## src/rtl/uart_pkg.sv

```systemverilog
// Shared UART definitions: transmitter state encoding, line levels and the
// adder-result byte packing used by the TX path.
package uart_pkg;

  typedef enum logic [1:0] {
    IDLE  = 2'd0,
    START = 2'd1,
    DATA  = 2'd2,
    STOP  = 2'd3
  } tx_state_t;

  localparam logic START_BIT  = 1'b0;
  localparam logic STOP_BIT   = 1'b1;
  localparam logic IDLE_LEVEL = 1'b1;
  localparam int   DATA_BITS  = 8;

  // Adder result occupies the low five bits; the upper three are always zero.
  function automatic logic [7:0] pack_result(input logic [3:0] sum, input logic cout);
    return {3'b000, cout, sum};
  endfunction

endpackage

```

## src/rtl/baud_tick_gen.sv

```systemverilog
// Bit-period timer: tick_o pulses for one cycle every CLKS_PER_BIT cycles;
// clear_i restarts the period from zero.
module baud_tick_gen #(
  parameter int CLKS_PER_BIT = 868
) (
  input  logic clk_i,
  input  logic rst_ni,
  input  logic clear_i,
  output logic tick_o,
  output logic tick_next_o
);

  localparam int CW = (CLKS_PER_BIT > 2) ? $clog2(CLKS_PER_BIT) : 1;
  localparam logic [CW-1:0] LAST = CW'(CLKS_PER_BIT - 1);

  logic [CW-1:0] cnt_q;
  logic [CW-1:0] cnt_d;

  assign tick_o = (cnt_q == LAST);

  always_comb begin
    cnt_d = cnt_q + 1'b1;
    if (clear_i || tick_o) begin
      cnt_d = '0;
    end
  end

  // Tells a registered consumer that tick_o will be high next cycle.
  assign tick_next_o = (cnt_d == LAST);

  always_ff @(posedge clk_i) begin
    if (!rst_ni) begin
      cnt_q <= '0;
    end else begin
      cnt_q <= cnt_d;
    end
  end

endmodule

```

## src/rtl/adder_result_uart_tx.sv

```systemverilog
// Serialises one adder result (sum + carry-out) as an 8N1 UART frame.
// Result handshake: a transfer happens on a rising edge where valid_i and ready_o are both 1; ready_o is high only in IDLE.
module adder_result_uart_tx
  import uart_pkg::*;
#(
  parameter int CLKS_PER_BIT = 868
) (
  input  logic       clk_i,
  input  logic       rst_ni,
  input  logic [3:0] sum_i,
  input  logic       cout_i,
  input  logic       valid_i,
  output logic       ready_o,
  output logic       tx_o,
  output logic       busy_o,
  output logic       done_o
);

  tx_state_t  state_q, state_d;
  logic [2:0] bit_idx_q, bit_idx_d;
  logic [7:0] shift_q, shift_d;
  logic       tx_q, tx_d;
  logic       busy_q, busy_d;
  logic       done_q, done_d;
  logic       xfer;
  logic       tick;
  logic       tick_next;
  logic       baud_clear;

  assign ready_o = (state_q == IDLE);
  assign xfer    = valid_i && ready_o;

  // The bit timer is held at zero while idle and restarts on every state change.
  assign baud_clear = (state_q == IDLE) || (state_d != state_q);

  baud_tick_gen #(
    .CLKS_PER_BIT(CLKS_PER_BIT)
  ) u_baud (
    .clk_i      (clk_i),
    .rst_ni     (rst_ni),
    .clear_i    (baud_clear),
    .tick_o     (tick),
    .tick_next_o(tick_next)
  );

  always_comb begin
    state_d   = state_q;
    bit_idx_d = bit_idx_q;
    shift_d   = shift_q;
    tx_d      = IDLE_LEVEL;
    busy_d    = 1'b0;
    done_d    = 1'b0;

    case (state_q)
      IDLE: begin
        if (xfer) begin
          state_d = START;
          shift_d = pack_result(sum_i, cout_i);
        end
      end
      START: begin
        if (tick) begin
          state_d   = DATA;
          bit_idx_d = 3'd0;
        end
      end
      DATA: begin
        if (tick) begin
          if (bit_idx_q == 3'(DATA_BITS - 1)) begin
            state_d = STOP;
          end else begin
            bit_idx_d = bit_idx_q + 3'd1;
          end
        end
      end
      STOP: begin
        if (tick) begin
          state_d = IDLE;
        end
      end
      default: state_d = IDLE;
    endcase

    // Outputs are decoded from the next state so the flops hold the line
    // level for the coming cycle.
    case (state_d)
      START:   tx_d = START_BIT;
      DATA:    tx_d = shift_d[bit_idx_d];
      STOP:    tx_d = STOP_BIT;
      default: tx_d = IDLE_LEVEL;
    endcase
    busy_d = (state_d != IDLE);
    done_d = (state_d == STOP) && tick_next;
  end

  always_ff @(posedge clk_i) begin
    if (!rst_ni) begin
      state_q   <= IDLE;
      bit_idx_q <= 3'd0;
      shift_q   <= 8'h00;
      tx_q      <= IDLE_LEVEL;
      busy_q    <= 1'b0;
      done_q    <= 1'b0;
    end else begin
      state_q   <= state_d;
      bit_idx_q <= bit_idx_d;
      shift_q   <= shift_d;
      tx_q      <= tx_d;
      busy_q    <= busy_d;
      done_q    <= done_d;
    end
  end

  assign tx_o   = tx_q;
  assign busy_o = busy_q;
  assign done_o = done_q;

endmodule

```

## config.mk

```make
export PLATFORM = sky130hd
export DESIGN_NAME = adder_result_uart_tx
export DESIGN_NICKNAME = d
export VERILOG_FILES = /design/src/rtl/uart_pkg.sv /design/src/rtl/baud_tick_gen.sv /design/src/rtl/adder_result_uart_tx.sv
export SDC_FILE = /design/constraint.sdc
export NUM_CORES = 1
export LEC_CHECK = 0
export CORE_UTILIZATION = 60
export CTS_BUF_LIST = sky130_fd_sc_hd__clkbuf_4
export DETAILED_ROUTE_END_ITERATION = 8
export PLACE_DENSITY = 0.81
export SLEW_MARGIN = 0
export SYNTH_ARGS = -nofsm -noshare
export SYNTH_HDL_FRONTEND = slang
export SYNTH_SLANG_ARGS = --single-unit
```

## constraint.sdc

```tcl
create_clock -name clk_i -period 3.3 [get_ports clk_i]
set_input_delay 0.33 -clock clk_i [delete_from_list [all_inputs] [get_ports clk_i]]
set_output_delay 0.33 -clock clk_i [all_outputs]
set_load 0.005 [all_outputs]
```

==> impl_metrics.env, run 1 <==
export IMPL_grt_usage=0.255
export IMPL_place_hpwl_mm=2.34
export IMPL_hold_violations=0
export IMPL_area_growth_pct=5.48
export IMPL_numCtsBuffers=3
export IMPL_htreeDepth=1
export IMPL_crit_slowest_cell="a2111o_1"
export IMPL_drt_initial_drc_count=33
export IMPL_initial_core_util=0.632
export IMPL_fin_nets=190
export IMPL_vias=1279
export IMPL_grt_pass1_vias=1207
export IMPL_crit_chain="ha_1, and4b_1, nand3_1, a2111o_1, nand3_1, nand3b_1, a2111oi_1"
export IMPL_fill_cells=199
export IMPL_synth_avg_cell_area_um2=9.13
export IMPL_ys_seq_area_frac=0.335
export IMPL_synth_distinct_cells=57
export IMPL_status="complete, no violations"
export IMPL_crit_path_start_kind="register"
export IMPL_drtAntennaViolNets=0
export IMPL_core_area_mm2=0.00245
export IMPL_finClkSkew_ns=0.00259
export IMPL_yosysWarningCount=0
export IMPL_fin_util=0.667
export IMPL_maxSlewViolCount=0
export IMPL_grt_pass1_wl_mm=5.13
export IMPL_synthArstFlopShare=0
export IMPL_gr_total_overflow=0
export IMPL_firstDrtPassIters=4
export IMPL_cts_sinks=26
export IMPL_fin_setup_tns_ns=0
export IMPL_viasPerCell=6.24
export IMPL_rsz0062_at_grt="no"
export IMPL_clock_path_buffers=2
export IMPL_io_pins=12
export IMPL_fmax_ghz=0.361
export IMPL_hold_class="reg2reg"
export IMPL_hold_depth=2
export IMPL_layout_drive_gt1_share=0.0914
export IMPL_cp_end_kind="register"
export IMPL_die_w_um=52.9
export IMPL_diodes=0
export IMPL_final_common_cell="dfxtp_1"
export IMPL_slowest_delay_ns=0.50
export IMPL_synth_flop_cell="dfxtp_1"
export IMPL_finalCritPeriodShare=0.840
export IMPL_tightest_slew_ns=0.503
export IMPL_path_class="reg2reg"
export IMPL_syn_cell_area_mm2=0.00155
export IMPL_cpMostUsedCell="nand3_1"
export IMPL_post_cts_resized=0
export IMPL_hold_buffers=0
export IMPL_cts_tree="yes"
export IMPL_required_ns=3.54
export IMPL_setup_violations=0
export IMPL_clk_pin_slew_ns=0.14
export IMPL_totalWireLength_mm=3.14
export IMPL_period_needed_ns=2.77
export IMPL_place_gp_congestion=0.794
export IMPL_synthCells=170
export IMPL_die_h_um=52.9
export IMPL_ir_drop_uv=291
export IMPL_worstPathMaxFanout=11
export IMPL_die_area_mm2=0.00279
export IMPL_synth_edff_count=0
export IMPL_avgRoutedWirePerCell_um=15.3
export IMPL_root_buffer="clkbuf_4"
export IMPL_p_leak_nw=0.584
export IMPL_drc=0
export IMPL_cp_data_arrival_time_ns=3.01
export IMPL_antenna_found_initial=0
export IMPL_power_density_mw_per_mm2=330
export IMPL_synth_seq_cells=26
export IMPL_drv_cap=0
export IMPL_r2r_slack_ns=0.53
export IMPL_portBuffers=11
export IMPL_post_cts_buffers=0
export IMPL_rr_worst_depth=7
export IMPL_clkLatencyLatePin_ns=0.34
export IMPL_syn_num_nets=184
export IMPL_rows=18
export IMPL_grt_start_max_net_pins=15
export IMPL_final_cell_mix="dfxtp_1, nand2_1, nor2_1"
export IMPL_max_slew_margin=0.664
## power breakdown
part	switching [mW]	internal, mW	total (mW)
Combinational	0.0334	0.0335	0.0669
Clock	0.0993	0.0447	0.144
Sequential	0.00602	0.323	0.329
## cell usage after synthesis (all sizes together) (3+ instances only)
master,number,area (um2)
xnor2,4,35.0
xor2,5,43.8
nand4,4,25.0
nand3,8,40.0
and2,3,21.3
a21boi,7,52.6
nor3,3,15.0
clkbuf,8,72.6
nand2,20,75.1
nor2,14,52.6
a21oi,5,25.0
inv,7,26.3
dfxtp,26,521
ha,6,75.1
o21ai,3,15.0
and3,5,32.5
## sequential cells by signal, summed over array words and instances, names as in the netlist
signal	flops
tx_o	1
bit_idx_q	3
busy_o	1
u_baud.cnt_q	10
shift_q	8
done_o	1
state_q	2
## through the flow
step	total power, mW	std cells	setup WS [ns]	hold slack, ns	cell area (um2)
4_1_cts	0.542	205	0.533	0.482	1640
3_5_place_dp	0.402	201	0.548	0.463	1610
2_1_floorplan	0.377	170	1.02	0.439	1550
6_report	0.539	205	0.529	0.476	1640
5_1_grt	0.563	205	0.288	0.510	1640
3_3_place_gp	0.399	201	0.695	0.449	1610
## worst max-delay path, delay by kind of cell, from the launching register on
| family | cells | cell delay (ns) |
|---|---|---|
| simple gates | 4 | 0.88 |
| compound gates | 2 | 0.94 |
| flops | 1 | 0.45 |
| fa+ha+maj | 1 | 0.39 |
## layer usage
layer / global-route usage / wire, um
met1: 0.285 / 1340
met2: 0.462 / 1630
met3: 0.0460 / 109
met4: 0.114 / 55
met5: 0 / 0
## layout make-up
class / count / area (um2) / area share
flip-flops and latches: 26 / 520 / 0.318
clock buffers: 3 / 22.5 / 0.0138
repair buffers: 11 / 110 / 0.0673
well taps: 30 / 37.5 / 0.0229
multi-input cells: 127 / 916 / 0.560
inverters: 7 / 26.3 / 0.0161
clock inverters: 1 / 3.75 / 0.00229
## worst paths after layout
| check | startpoint | endpoint |
|---|---|---|
| worst max-delay path | u_baud.cnt_q[0] | done_o |
| worst min register to register | shift_q[0] | shift_q[0] |
| worst max register to register | u_baud.cnt_q[0] | done_o |
| worst min-delay path | shift_q[0] | shift_q[0] |
## cell families after synthesis
| kind of cell | count (synthesis) | share of synthesized area |
|---|---|---|
| XOR/XNOR | 9 | 0.0508 |
| AO/OA/AOI/OAI | 33 | 0.166 |
| buffers and inverters | 17 | 0.0742 |
| multiplexers | 5 | 0.0524 |
| flip-flops | 26 | 0.335 |
| adder cells (fa/ha/maj) | 6 | 0.0484 |
| AND/OR/NAND/NOR | 74 | 0.273 |
Note: power is estimated with default switching activity, not from simulation.
==> run 2: changes to the inputs <==
--- a/config.mk
+++ b/config.mk
@@ -5,10 +5,10 @@
 export SDC_FILE = /design/constraint.sdc
 export NUM_CORES = 1
 export LEC_CHECK = 0
-export CORE_UTILIZATION = 60
+export CORE_UTILIZATION = 54
 export CTS_BUF_LIST = sky130_fd_sc_hd__clkbuf_4
 export DETAILED_ROUTE_END_ITERATION = 8
-export PLACE_DENSITY = 0.81
+export PLACE_DENSITY = 0.77
 export SLEW_MARGIN = 0
 export SYNTH_ARGS = -nofsm -noshare
 export SYNTH_HDL_FRONTEND = slang
==> constraint.sdc (replaced) <==
create_clock -name clk_i -period 2.5 [get_ports clk_i]
set_input_delay 0.25 -clock clk_i [delete_from_list [all_inputs] [get_ports clk_i]]
set_output_delay 0.25 -clock clk_i [all_outputs]
set_load 0.005 [all_outputs]
==> impl_metrics.env, run 2 (synthesis gave the netlist of run 1 again) <==
export IMPL_status="complete, no violations"
export IMPL_root_buffer="clkbuf_4"
export IMPL_p_leak_nw=0.627
export IMPL_instances_no_fill=212
export IMPL_setup_violations=0
export IMPL_avgRoutedWirePerCell_um=14.8
export IMPL_io_pins=12
export IMPL_final_common_cell="dfxtp_1"
export IMPL_reg2reg_from="u_baud.cnt_q[0]"
export IMPL_totalWireLength_mm=3.14
export IMPL_path_class="reg2reg"
export IMPL_core_area_mm2=0.00273
export IMPL_initial_core_util=0.568
export IMPL_area_growth_pct=11.4
export IMPL_rr_endpoint="tx_o"
export IMPL_drtAntennaViolNets=0
export IMPL_crit_path_start_kind="register"
export IMPL_die_area_mm2=0.00309
export IMPL_die_h_um=55.6
export IMPL_rr_worst_depth=8
export IMPL_finClkSkew_ns=0.0155
export IMPL_tightest_slew_ns=0.441
export IMPL_dp_cells=207
export IMPL_fin_util=0.632
export IMPL_cp_end_kind="register"
export IMPL_worstPathMaxFanout=6
export IMPL_placed_area_mm2=0.00165
export IMPL_drt_initial_drc_count=59
export IMPL_cts_sinks=26
export IMPL_top_register="u_baud.cnt_q"
export IMPL_grt_pass1_wl_mm=5.31
export IMPL_portBuffers=11
export IMPL_vias=1291
export IMPL_cts_tree="yes"
export IMPL_drc=0
export IMPL_hold_class="in2reg"
export IMPL_finalCritPeriodShare=0.966
export IMPL_grt_usage=0.216
export IMPL_drv_cap=0
export IMPL_hold_buffers=0
export IMPL_maxSlewViolCount=0
export IMPL_clk_pin_slew_ns=0.16
export IMPL_reg_top3="u_baud.cnt_q: 10 flops, shift_q: 8 flops, bit_idx_q: 3 flops"
export IMPL_layout_drive_gt1_share=0.138
export IMPL_place_gp_congestion=0.895
export IMPL_rows=19
export IMPL_place_hpwl_mm=2.34
export IMPL_design_area_mm2=0.00173
export IMPL_diodes=0
export IMPL_die_w_um=55.6
export IMPL_firstDrtPassIters=4
export IMPL_clkLatencyLatePin_ns=0.34
export IMPL_htreeDepth=1
export IMPL_power_density_mw_per_mm2=475
export IMPL_cp_data_arrival_time_ns=2.63
export IMPL_worstSetupEndpoint="tx_o"
export IMPL_final_cell_mix="dfxtp_1, nand2_1, nor2_1"
export IMPL_gr_total_overflow=0
export IMPL_viasPerCell=6.09
export IMPL_period_needed_ns=2.41
export IMPL_fmax_ghz=0.414
export IMPL_r2r_slack_ns=0.09
export IMPL_antenna_found_initial=0
export IMPL_grt_start_max_net_pins=16
export IMPL_numCtsBuffers=3
export IMPL_clock_path_buffers=2
export IMPL_setup_worst_path_start="u_baud.cnt_q[0]"
export IMPL_fin_nets=196
export IMPL_ir_drop_uv=400
export IMPL_max_slew_margin=0.706
export IMPL_required_ns=2.72
export IMPL_hold_violations=0
export IMPL_largest_reg_flops=10
export IMPL_grt_pass1_vias=1185
[run 2: cell types whose count changed in the layout (fill, tap and decap cells not counted)]
cell / before / now
nor4b_4: 1 / 2
a2111oi_2: 1 / 2
bufinv_16: 0 / 1
nor3_2: 0 / 1
clkinv_1: 1 / 0
a2111oi_1: 1 / 0
nor4b_2: 1 / 0
buf_4: 0 / 6
nor3_1: 3 / 2
[run 2: timing repair]
action / 4_1_cts / 5_1_grt
setup endpoints to repair: 0 / 2
resized for setup: 0 / 3
setup buffers: 0 / 1
[run 2: area by class of cell]
| class | count | area, um2 |
|---|---|---|
| clock inverter | 1 | 30.0 |
| fill | 229 | 1010 |
| sequential | 26 | 520 |
| inverter | 7 | 26.3 |
| tap | 31 | 38.8 |
| multi-input combinational | 127 | 935 |
| clock buffer | 3 | 22.5 |
| timing repair buffer | 17 | 155 |
[run 2: critical path: stages, from the launching register on]
cell and delay (ns):
dfxtp_1 0.46, ha_1 0.20, and4b_1 0.29, a41oi_1 0.20
a221oi_2 0.31, buf_4 0.19, mux2_2 0.34, a22oi_1 0.18
a32oi_1 0.12
[run 2: where the power goes]
group | internal (mW) | switching [mW] | leakage [nW] | total (mW)
combinational | 0.0471 | 0.0445 | 0.388 | 0.0916
clock | 0.162 | 0.133 | 0.0279 | 0.295
sequential | 0.426 | 0.00771 | 0.211 | 0.434
total | 0.635 | 0.185 | 0.627 | 0.820
[run 2: worst min path at each step]
stage / startpoint / end / cells after the start
global route: cout_i / shift_q[4] / 3
CTS: cout_i / shift_q[4] / 3
floorplan: sum_i[0] / shift_q[0] / 2
detailed placement: shift_q[1] / shift_q[1] / 2
global placement: shift_q[1] / shift_q[1] / 2
finish: cout_i / shift_q[4] / 3
[run 2: per-stage QoR]
stage | worst slack (ns) | hold slack, ns | TNS (ns) | total power, mW
2_1_floorplan | 0.221 | 0.395 | 0 | 0.498
3_3_place_gp | 0.139 | 0.451 | 0 | 0.530
3_5_place_dp | 0.0963 | 0.456 | 0 | 0.533
4_1_cts | 0.0382 | 0.466 | 0 | 0.821
5_1_grt | -0.0107 | 0.475 | -0.0107 | 0.847
6_report | 0.0851 | 0.464 | 0 | 0.820
[run 2: metal layers]
layer | GRT usage | part of all wire
met3 | 0.0233 | 0.026
met4 | 0.0750 | 0.015
met5 | 0 | 0
met2 | 0.344 | 0.46
met1 | 0.306 | 0.50
